--- config.mk ---
export PLATFORM = sky130hd
export DESIGN_NAME = top_k_tx_packetizer
export DESIGN_NICKNAME = d
export VERILOG_FILES = /design/src/rtl/top_k_tx_packetizer.sv
export SDC_FILE = /design/constraint.sdc
export NUM_CORES = 1
export LEC_CHECK = 0
export ABC_AREA = 1
export CAP_MARGIN = 20
export CORE_AREA = 2 2 492 494
export DETAILED_ROUTE_END_ITERATION = 7
export DIE_AREA = 0 0 494 496
export SLEW_MARGIN = 20
export SYNTH_ARGS = -nofsm -noshare
export SYNTH_HDL_FRONTEND = slang
export SYNTH_SLANG_ARGS = --single-unit
--- constraint.sdc ---
create_clock -name clk -period 2.8 [get_ports clk]
set_input_delay 0.84 -clock clk [delete_from_list [all_inputs] [get_ports clk]]
set_output_delay 0.84 -clock clk [all_outputs]
set_load 0.01 [all_outputs]
--- src/rtl/top_k_tx_packetizer.sv ---
// Top-k TX packetizer: takes one 512-bit result beat plus its session ID,
// requests a TX slot, waits for TX status, then sends a single payload beat.
// Status errors and status timeouts trigger a bounded retry with backoff.
// After the last retry fails, the response is dropped.
//
// Handshake rule for every AXI-Stream port: a transfer happens on a rising
// clk edge where VALID and READY are both high. Once a VALID output is
// raised, it and its DATA stay stable until that transfer. No VALID output
// depends on the matching READY input.
module top_k_tx_packetizer #(
    parameter int PKT_BYTES   = 64,
    parameter int MAX_RETRY   = 3,
    parameter int BACKOFF     = 16,
    parameter int STS_TIMEOUT = 1023
) (
    input  logic         clk,
    input  logic         ap_rst_n,
    input  logic [511:0] s_TDATA,
    input  logic         s_TVALID,
    output logic         s_TREADY,
    input  logic [31:0]  meta_TDATA,
    input  logic         meta_TVALID,
    output logic         meta_TREADY,
    output logic [31:0]  tx_meta_TDATA,
    output logic         tx_meta_TVALID,
    input  logic         tx_meta_TREADY,
    input  logic [31:0]  tx_status_TDATA,
    input  logic         tx_status_TVALID,
    output logic         tx_status_TREADY,
    output logic [511:0] tx_TDATA,
    output logic [63:0]  tx_TKEEP,
    output logic         tx_TLAST,
    output logic         tx_TVALID,
    input  logic         tx_TREADY,
    output logic [31:0]  sent_cnt,
    output logic [15:0]  drop_cnt,
    output logic         busy
);

    typedef enum logic [2:0] {
        IDLE, REQ, WAIT_STS, DATA, BACKOFF_W, DROP
    } state_e;

    localparam logic [63:0] KEEP_MASK = {64{1'b1}} >> (64 - PKT_BYTES);
    localparam logic [15:0] LEN       = 16'(PKT_BYTES);
    localparam logic [15:0] TMO_LAST  = 16'(STS_TIMEOUT - 1);
    localparam logic [15:0] BO_LAST   = 16'(BACKOFF - 1);
    localparam logic [7:0]  RETRY_MAX = 8'(MAX_RETRY);

    state_e         state_q, state_d;
    logic [511:0]   data_q, data_d;
    logic [15:0]    sess_q, sess_d;
    logic [7:0]     retry_q, retry_d;
    logic [15:0]    cnt_q, cnt_d;      // status timeout in WAIT_STS, backoff in BACKOFF_W
    logic [31:0]    sent_q, sent_d;
    logic [15:0]    drop_q, drop_d;
    logic           accept;
    logic           fail;

    // Status length/session and the upper meta bits are intentionally ignored.
    logic unused_bits;
    assign unused_bits = ^{tx_status_TDATA[29:0], meta_TDATA[31:16]};

    // Take a result and its session together, only when both are offered.
    // Gating with ap_rst_n keeps both readies low while reset is held.
    assign accept = ap_rst_n & (state_q == IDLE) & s_TVALID & meta_TVALID;

    assign s_TREADY         = accept;
    assign meta_TREADY      = accept;
    assign tx_meta_TVALID   = (state_q == REQ);
    assign tx_meta_TDATA    = (state_q == REQ) ? {LEN, sess_q} : 32'd0;
    assign tx_status_TREADY = (state_q == WAIT_STS);
    assign tx_TVALID        = (state_q == DATA);
    assign tx_TDATA         = (state_q == DATA) ? data_q : 512'd0;
    assign tx_TKEEP         = (state_q == DATA) ? KEEP_MASK : 64'd0;
    assign tx_TLAST         = (state_q == DATA);
    assign sent_cnt         = sent_q;
    assign drop_cnt         = drop_q;
    assign busy             = (state_q != IDLE);

    // Next-state logic for the FSM, holding registers, retry logic and counters.
    always_comb begin
        state_d = state_q;
        data_d  = data_q;
        sess_d  = sess_q;
        retry_d = retry_q;
        cnt_d   = cnt_q;
        sent_d  = sent_q;
        drop_d  = drop_q;
        fail    = 1'b0;
        case (state_q)
            IDLE: begin
                if (accept) begin
                    data_d  = s_TDATA;
                    sess_d  = meta_TDATA[15:0];
                    state_d = REQ;
                end
            end
            REQ: begin
                if (tx_meta_TREADY) begin
                    cnt_d   = 16'd0;
                    state_d = WAIT_STS;
                end
            end
            WAIT_STS: begin
                if (tx_status_TVALID) begin
                    if (tx_status_TDATA[31:30] != 2'b00) fail = 1'b1;
                    else state_d = DATA;
                end else if (cnt_q == TMO_LAST) begin
                    fail = 1'b1;
                end else begin
                    cnt_d = cnt_q + 16'd1;
                end
                if (fail) begin
                    if (retry_q < RETRY_MAX) begin
                        retry_d = retry_q + 8'd1;
                        cnt_d   = 16'd0;
                        state_d = BACKOFF_W;
                    end else begin
                        state_d = DROP;
                    end
                end
            end
            BACKOFF_W: begin
                if (cnt_q == BO_LAST) state_d = REQ;
                else cnt_d = cnt_q + 16'd1;
            end
            DATA: begin
                if (tx_TREADY) begin
                    sent_d  = sent_q + 32'd1;
                    retry_d = 8'd0;
                    state_d = IDLE;
                end
            end
            DROP: begin
                if (drop_q != 16'hFFFF) drop_d = drop_q + 16'd1;
                retry_d = 8'd0;
                state_d = IDLE;
            end
            default: state_d = IDLE;
        endcase
    end

    // State and datapath registers; reset abandons any response in flight.
    always_ff @(posedge clk or negedge ap_rst_n) begin
        if (!ap_rst_n) begin
            state_q <= IDLE;
            data_q  <= 512'd0;
            sess_q  <= 16'd0;
            retry_q <= 8'd0;
            cnt_q   <= 16'd0;
            sent_q  <= 32'd0;
            drop_q  <= 16'd0;
        end else begin
            state_q <= state_d;
            data_q  <= data_d;
            sess_q  <= sess_d;
            retry_q <= retry_d;
            cnt_q   <= cnt_d;
            sent_q  <= sent_d;
            drop_q  <= drop_d;
        end
    end

endmodule

======== Word level (Yosys, flattened, before mapping) ========
Cells that the tools add are included.
word-level totals
  word-level logic and storage cells ...... 70
  register bits after elaboration ......... 603
cells by class
  multiplexer cells ....................... 27
  magnitude comparators ................... 1
  $add $sub $neg .......................... 4
  eq/ne operators ......................... 17
  bitwise logic cells ..................... 3
  reductions and logical operators ........ 11
operator list
  cell                                                        number
  2-to-1 mux 512 bit                                          1
  2-to-1 mux 16 bit                                           6
  2-to-1 mux 64 bit                                           1
  case mux 16 bit (3 select lines)                            1
  adder 16 x 1 -> 16 bit, second input constant               2
  adder 32 x 1 -> 32 bit, second input constant               1
  2-to-1 mux 8 bit                                            3
  case mux 8 bit (3 select lines)                             1
  2-to-1 mux 23 bit                                           1
  2-to-1 mux 3 bit                                            7
  == test 16 x 10 -> 1 bit, second input constant             1
  == test 16 x 4 -> 1 bit, second input constant              1
  inequality test 16 bit, second input constant               1
  case mux 3 bit (5 select lines)                             1
  nonzero test 3 bit                                          3
  adder 8 x 1 -> 8 bit, second input constant                 1
  less-than comparator 8 x 2 -> 1 bit, second input constant  1
  inequality test 2 x 1 -> 1 bit, second input constant       4
  == test 3 x 2 -> 1 bit, second input constant               2
  == test 3 bit, second input constant                        2
  inequality test 2 bit, second input constant                3
  inequality test 3 x 2 -> 1 bit, second input constant       2
  AND reduction 2 bit                                         3
  AND reduction 6 bit                                         1
  other kinds (7)                                             13

======== Depth between registers and ports, before layout ========
Gate-level depths: netlist of the first run.
  depth after elaboration ................. 6
  gate-level depth with buffers ........... 13
  depth with buffers taken out ............ 13

======== Worst setup path before layout of the first run ========
Ideal clock, no wire load.
  path type ............................... flip-flop to flip-flop
  from .................................... reg state_q[2]
  to ...................................... reg sent_q[25], in the netlist sent_cnt[25]
  buffers on the path ..................... 0
  library setup time ...................... 117 ps
  setup slack ............................. 28 ps
  cell stages (with the launch flop) ...... 11
  data arrival time ....................... 2655 ps
  period minus slack after synthesis ...... 2772 ps
  path through ............................ dfrtp_1 inv_2 nand3_1 inv_1 nand2_2 nor3_4 nand3_2 nor2_2 nand3_1 nand2_1 nand2_1
on the way
  word-level cells in the longest chain between the ends .. 2
ends and longest elaborated chain
  element                               line  text
  from (decl)                           50    state_e state_q, state_d;
  from (signal assigned)                155   state_q <= state_d;
  == test 3 x 2 -> 1 bit                -
  net tx_TLAST                          32    output logic tx_TLAST,
  AND reduction 2 bit (no source line)  -
  to (signal assigned)                  160   sent_q <= sent_d;
  to (decl)                             55    logic [31:0] sent_q, sent_d;
The timed path passes the listed nets, and every way through them passes these cells.
A chain may end at the register's enable or synchronous reset.

======== Worst setup path after layout of the first run ========
  from .................................... reg state_q[2]
  to ...................................... out tx_TDATA[52]
on the way
  word-level cells in the longest chain between the ends .. 2
ends and longest elaborated chain
  element                 line  text
  == test 3 x 2 -> 1 bit  74    assign tx_TDATA = (state_q == DATA) ? data_q : 512'd0;
  2-to-1 mux 512 bit      74
  to (decl)               30    output logic [511:0] tx_TDATA,
Every way passes these cells.

==> results of run 1 <==
-- cell usage after synthesis, drive strengths merged --
library cell	number
o21ai	542
nand3b	2
ha	5
or2	2
o21bai	2
nand3	58
nand2	732
a21oi	4
a21boi	1
nor4	1
nand4	21
conb	1
dfrtp	603
and3	2
inv	604
xnor2	16
buf	172
o211ai	9
nor3	23
xor2	29
nor2	605
clkbuf	93
-- cell type report --
type                    instances  area, um^2
fillers                     25900      186000
repair buffers               1497       18200
flip-flops and latches        603       15100
multi-input cells            2069       11600
well taps                    3185        3990
clock buffers                 114        2390
inverters                     604        2290
clock inverters                38         440
diodes                         37        92.6
-- logic make-up after synthesis --
family	share of synthesized area
other	0.000135
buffers and inverters	0.134
AO/OA/AOI/OAI	0.102
XOR/XNOR	0.0142
AND/OR/NAND/NOR	0.205
adder cells (fa/ha/maj)	0.00225
flip-flops	0.543
-- per-layer routing --
metal,vias to the layer above,global-route usage,routed length [um]
met3,437,0.0962,29000
met5,-,0,193
li1,13300,-,-
met4,28,0.0726,11200
met2,1388,0.243,90500
met1,14100,0.173,77200
-- critical path: cells and delay by family, from the launching register on --
family                 cells  cell delay, ns
buffers and inverters      6            0.92
flip-flops                 1            0.38
AND/OR/NAND/NOR            2            0.26
-- layout by cell type, fill, tap and decap left out, types with 10 or more instances in the layout --
cell / synthesis / routed
dlymetal6s2s_1: 0 / 16
nand2_1: 725 / 725
nand3_1: 54 / 53
conb_1: 1 / 15
clkbuf_2: 0 / 34
nor2_2: 4 / 75
clkdlybuf4s15_2: 0 / 34
xnor2_1: 16 / 16
clkbuf_1: 93 / 11
buf_16: 0 / 33
buf_8: 0 / 10
clkinv_2: 0 / 13
buf_12: 0 / 280
dfrtp_1: 603 / 602
nor2_1: 598 / 214
clkbuf_16: 0 / 109
buf_6: 1 / 220
clkbuf_8: 0 / 20
buf_4: 95 / 174
inv_1: 602 / 599
nand4_1: 21 / 21
clkdlybuf4s50_1: 0 / 583
xor2_1: 29 / 29
o21ai_0: 541 / 541
dlygate4sd2_1: 0 / 27
buf_2: 76 / 60
diode_2: 0 / 37
nor2_4: 3 / 316
nor3_1: 21 / 21
-- per-stage QoR --
step | setup WS (ns) | std cells | cell area, um^2 | util
2_1_floorplan | 0.0275 | 3541 | 27800 | -
3_3_place_gp | -0.233 | 7812 | 46000 | 0.192
3_5_place_dp | -0.219 | 7812 | 46000 | 0.192
4_1_cts | -0.545 | 8015 | 50200 | 0.210
5_1_grt | -0.491 | 8132 | 54100 | 0.226
6_report | -0.411 | 8147 | 54100 | 0.226
-- power by group --
group | switching, mW | internal [mW] | leakage, nW
clock | 4.61 | 6.49 | 1.38
combinational | 13.0 | 8.94 | 14.6
sequential | 1.12 | 12.6 | 7.43
-- state kept, by name, indices dropped and copies added (netlist names) --
signal and flops:
sess_q 16, data_q 512, drop_cnt 16, retry_q 8
state_q 3, cnt_q 16, sent_cnt 32
-- timing repair --
| action | CTS | global route |
|---|---|---|
| pin swaps | 3 | 8 |
| endpoints found under the setup margin | 621 | 612 |
| gates cloned | 22 | 37 |
| gates resized for setup | 905 | 1139 |
| buffers inserted | 29 | 61 |
| hold endpoints to repair | 0 | 0 |
-- worst max-delay path by stage --
stage	depth (start not counted)	slack [ns]	start	end
2_1_floorplan	10	0.03	state_q[2]	sent_cnt[25]
3_3_place_gp	4	-0.23	meta_TVALID	s_TREADY
3_5_place_dp	4	-0.22	s_TVALID	meta_TREADY
4_1_cts	10	-0.55	state_q[2]	tx_TDATA[58]
5_1_grt	9	-0.49	state_q[2]	tx_TDATA[33]
6_report	8	-0.41	state_q[2]	tx_TDATA[52]
==> metrics.yaml, run 1 <==
detailed_routing:
  first_pass_iters: 6
  via_count: 29200
  avgViaCountPerCell: 3.59
  routedWlPerCell_um: 25.5
  drt_wl_total_um: 208000
  antenna_left: 0
  drtIter0Drc: 1822
  drc: 0
place:
  hpwl_um: 168000
  gp_congestion: 0.879
  numPortBuffers: 1184
timing:
  tightest_slew_ns: 1.11
  fin_crit_sh: 1.15
  finClkSkew_ns: 0.0279
  finalSetupViolations: 601
  slew_viol_final: 0
  hold_viol: 0
  max-slew-margin-rel: 0.262
  whs_ns: 0.389
  fin_ws_ns: -0.411
  rsz0062_at_grt: "yes"
  layout_min_cycle_time_ns: 3.21
  finalSetupTns_ns: -135.51
  max_clock_freq_mhz: 311
worst_setup_path:
  start_kind: "flop"
  worst_ep_arrival_time_ns: 2.37
  crit_path_end_kind: "output port"
  crit_slowest_cell: "dfrtp_1"
  r2r_start: "state_q[1]"
  cpMostUsedCell: "clkbuf_16"
  reg2reg_slack_ns: 0.33
  crit_chain: "inv_2 -> nand3_4 -> buf_12 -> buf_16 -> clkbuf_16 -> clkbuf_16 -> nor2_4 -> buf_6"
  r2r_cells: 10
  worstPathMaxFanout: 8
  cp.required_ns: 1.96
  critPathKind: "flop to output port"
  r2r-end: "data_q[16]"
  max_stage_delay_ns: 0.38
grt:
  grt_overflow: 0
  grt_first_pass_wirelength_um: 260000
  grtUsageTotal: 0.158
  grt_max_degree: 140
  grt_antenna_before_repair: 125
  first_global_vias: 28800
die:
  design.core.area_um2: 240000
  initial_core_util: 0.116
  io_pins: 1246
  die_w_um: 494
  rows: 180
  dieHeight_um: 496
  die-area_um2: 245000
synth:
  synth_top_area_cell: "dfrtp_1"
  synth_cells: 3527
  ys_seq_elements: 603
  synthesis.area_um2: 27800
  synth.area.top_cells: "dfrtp_1 (54%), nand2_1 (9.8%), o21ai_0 (9.7%)"
  synth_cell_type_count: 33
  ys_seq_area_frac: 0.543
  yosysTopAreaCellShare: 0.543
  ys.warnings.count: 0
  avgSynthCellArea_um2: 7.88
cts:
  cts_made_buffers: 82
  clk-insertion-delay-late_ns: 0.72
  htree_levels: 3
  cts-root-buf: "clkbuf_16"
  path_clk_slew_ns: 0.06
  hold_buffers: 0
  cts_tree: "done"
  cts_buffer_depth: 3
  cts.sink_count: 603
cells_and_area:
  final_nets: 5445
  drive_gt1_frac: 0.290
  syn_to_final_growth_pct: 94.7
run:
  cap_violations: 0
power:
  powerDensity_nw_per_um2: 864
  ir_worst_vdd_mv: 0.472
  power_mw: 46.7
  p_leak_nw: 23.4
min_path:
  hp-class: "input port to async pin"
outcome:
  status: "finished with violations"
  violations: "setup timing"
Power figures use the tool's default switching activity.
==> run 2: changes to the inputs <==
--- a/config.mk
+++ b/config.mk
@@ -10,6 +10,7 @@
 export CORE_AREA = 2 2 492 494
 export DETAILED_ROUTE_END_ITERATION = 7
 export DIE_AREA = 0 0 494 496
+export RECOVER_POWER = 50
 export SLEW_MARGIN = 20
 export SYNTH_ARGS = -nofsm -noshare
 export SYNTH_HDL_FRONTEND = slang
==> run 2 against run 1 <==
Compared with the run above: the flow finishes with violations (slew limit, setup timing); sequential power hardly changed; first-iteration DRC count is 12% higher; sequential share of layout area hardly changed; via count is 0.16% higher; critical path depth stayed put; clock skew is 0.0010 ns higher; core utilization hardly changed; combinational power hardly changed; non-clock buffer count stayed put; power hardly changed; setup slack worse by 0.0039 ns; routed wire length hardly changed.
==> metrics.yaml, run 2 (synthesis results as in run 1) <==
cells_and_area:
  layout_common_cells: "nand2_1 (725), dfrtp_1 (602), inv_1 (599)"
  drive_gt1_frac: 0.288
  regMostFlops: "data_q"
  largest_register_ff_count: 512
  fin_util: 0.225
  syn_to_final_growth_pct: 94.4
  layout_commonest_cell: "nand2_1"
  instances_no_fill: 8146
  final_nets: 5445
detailed_routing:
  drc: 0
  drt_wl_total_um: 208000
  first_pass_iters: 6
  antenna_left: 0
  routedWlPerCell_um: 25.6
  via_count: 29300
  avgViaCountPerCell: 3.59
  drtIter0Drc: 2033
worst_setup_path:
  reg2reg_slack_ns: 0.34
  worstPathMaxFanout: 8
  crit_family: "buffers and inverters"
  cp.required_ns: 1.96
  crit_slowest_cell: "dfrtp_1"
  crit_chain: "inv_2 -> nand3_4 -> buf_12 -> buf_16 -> clkbuf_16 -> clkbuf_16 -> nor2_4 -> buf_6"
  start_kind: "flop"
  crit_buf_inv: 6
  r2r_start: "state_q[1]"
  r2r-end: "data_q[16]"
  crit_path_end_kind: "output port"
  worst_ep_arrival_time_ns: 2.38
  r2r_cells: 10
  critPathKind: "flop to output port"
  max_stage_delay_ns: 0.38
  cpMostUsedCell: "clkbuf_16"
timing:
  max-slew-margin-rel: -0.00896
  layout_min_cycle_time_ns: 3.22
  hold_viol: 0
  fin_ws_ns: -0.415
  finClkSkew_ns: 0.0289
  slew_viol_final: 28
  whs_ns: 0.477
  max_clock_freq_mhz: 311
  rsz0062_at_grt: "yes"
  tightest_slew_ns: 1.51
  fin_crit_sh: 1.15
  finalSetupViolations: 601
die:
  rows: 180
  dieHeight_um: 496
  initial_core_util: 0.116
  design.core.area_um2: 240000
  die-area_um2: 245000
  io_pins: 1246
  die_w_um: 494
min_path:
  hp-class: "flop to flop"
  min_to: "retry_q[1]"
  worstHoldPathCells: 2
  min_from: "retry_q[1]"
place:
  numPortBuffers: 1184
  hpwl_um: 168000
  numPlacedInstances: 7812
  gp_congestion: 0.879
power:
  power_frac_comb: 0.470
  switching_share: 0.401
  internal_power_mw: 28.0
  power_mw: 46.7
  powerDensity_nw_per_um2: 865
  pwr-share-seq: 0.293
  p_sw_mw: 18.8
  power_frac_clock: 0.238
  p_leak_nw: 23.4
  ir_worst_vdd_mv: 0.471
cts:
  cts.sink_count: 603
  cts_tree: "done"
  htree_levels: 3
  path_clk_slew_ns: 0.06
  cts_buffer_depth: 3
  cts_made_buffers: 82
  cts-root-buf: "clkbuf_16"
  clk-insertion-delay-late_ns: 0.72
grt:
  grtUsageTotal: 0.158
  grt_antenna_before_repair: 126
  grt_overflow: 0
  first_global_vias: 28800
  grt_max_degree: 140
  grt_first_pass_wirelength_um: 260000
run:
  cap_violations: 0
outcome:
  violations: "slew limit, setup timing"
  status: "finished with violations"
## run 2: through the flow
step | area (um^2) | TNS, ns | worst slack [ns]
6_report | 54000 | -136.69 | -0.415
5_1_grt | 54000 | -238.50 | -0.491
4_1_cts | 50200 | -235.68 | -0.545
3_5_place_dp | 46000 | -14.28 | -0.219
3_3_place_gp | 46000 | -17.27 | -0.233
2_1_floorplan | 27800 | 0 | 0.0275
## run 2: final cells by class
type                       instances  area, um^2
multi-input combinational       2069       11600
timing repair buffer            1497       18200
fill                           25900      186000
inverter                         604        2290
clock inverter                    38         440
sequential                       603       15100
clock buffer                     114        2390
tap                             3185        3990
antenna                           36        90.1
## run 2: worst register-to-register path, cell delays in order, from the launching register on
cell and delay, ns:
dfrtp_2 0.44, buf_4 0.14, nor2_1 0.11, nand2_1 0.07
buf_4 0.19, nor2_4 0.15, buf_4 0.27, buf_12 0.24
buf_12 0.46, nand2_1 0.21, o21ai_0 0.10
## run 2: power groups by stage
stage                     Clock, mW  Combinational (mW)  Sequential [mW]
final                          11.1                22.0             13.7
after global routing           11.7                23.6             14.1
after CTS                      11.5                18.4             13.7
after detailed placement          0                16.9             13.8
after global placement            0                16.7             13.7
after floorplan                   0                6.85             13.5
## run 2: how the worst max path moves through the flow
stage / from / end / slack (ns) / depth (start not counted)
4_1_cts: state_q[2] / tx_TDATA[58] / -0.55 / 10
5_1_grt: state_q[2] / tx_TDATA[33] / -0.49 / 9
2_1_floorplan: state_q[2] / sent_cnt[25] / 0.03 / 10
3_5_place_dp: s_TVALID / meta_TREADY / -0.22 / 4
3_3_place_gp: meta_TVALID / s_TREADY / -0.23 / 4
6_report: state_q[2] / tx_TDATA[52] / -0.42 / 8
## run 2: what timing repair did
item,4_1_cts,5_1_grt
buffers inserted,29,61
gates resized for setup,905,1139
cloned,22,37
hold buffers,0,0
pin swaps,3,8
endpoints found under the setup margin,621,612
endpoints found under the hold margin,0,0
## run 2: metal layers
metal  routed length (um)  track usage
met3                29300       0.0962
met1                77100        0.173
met4                10700       0.0726
met5                  193            0
met2                91000        0.243
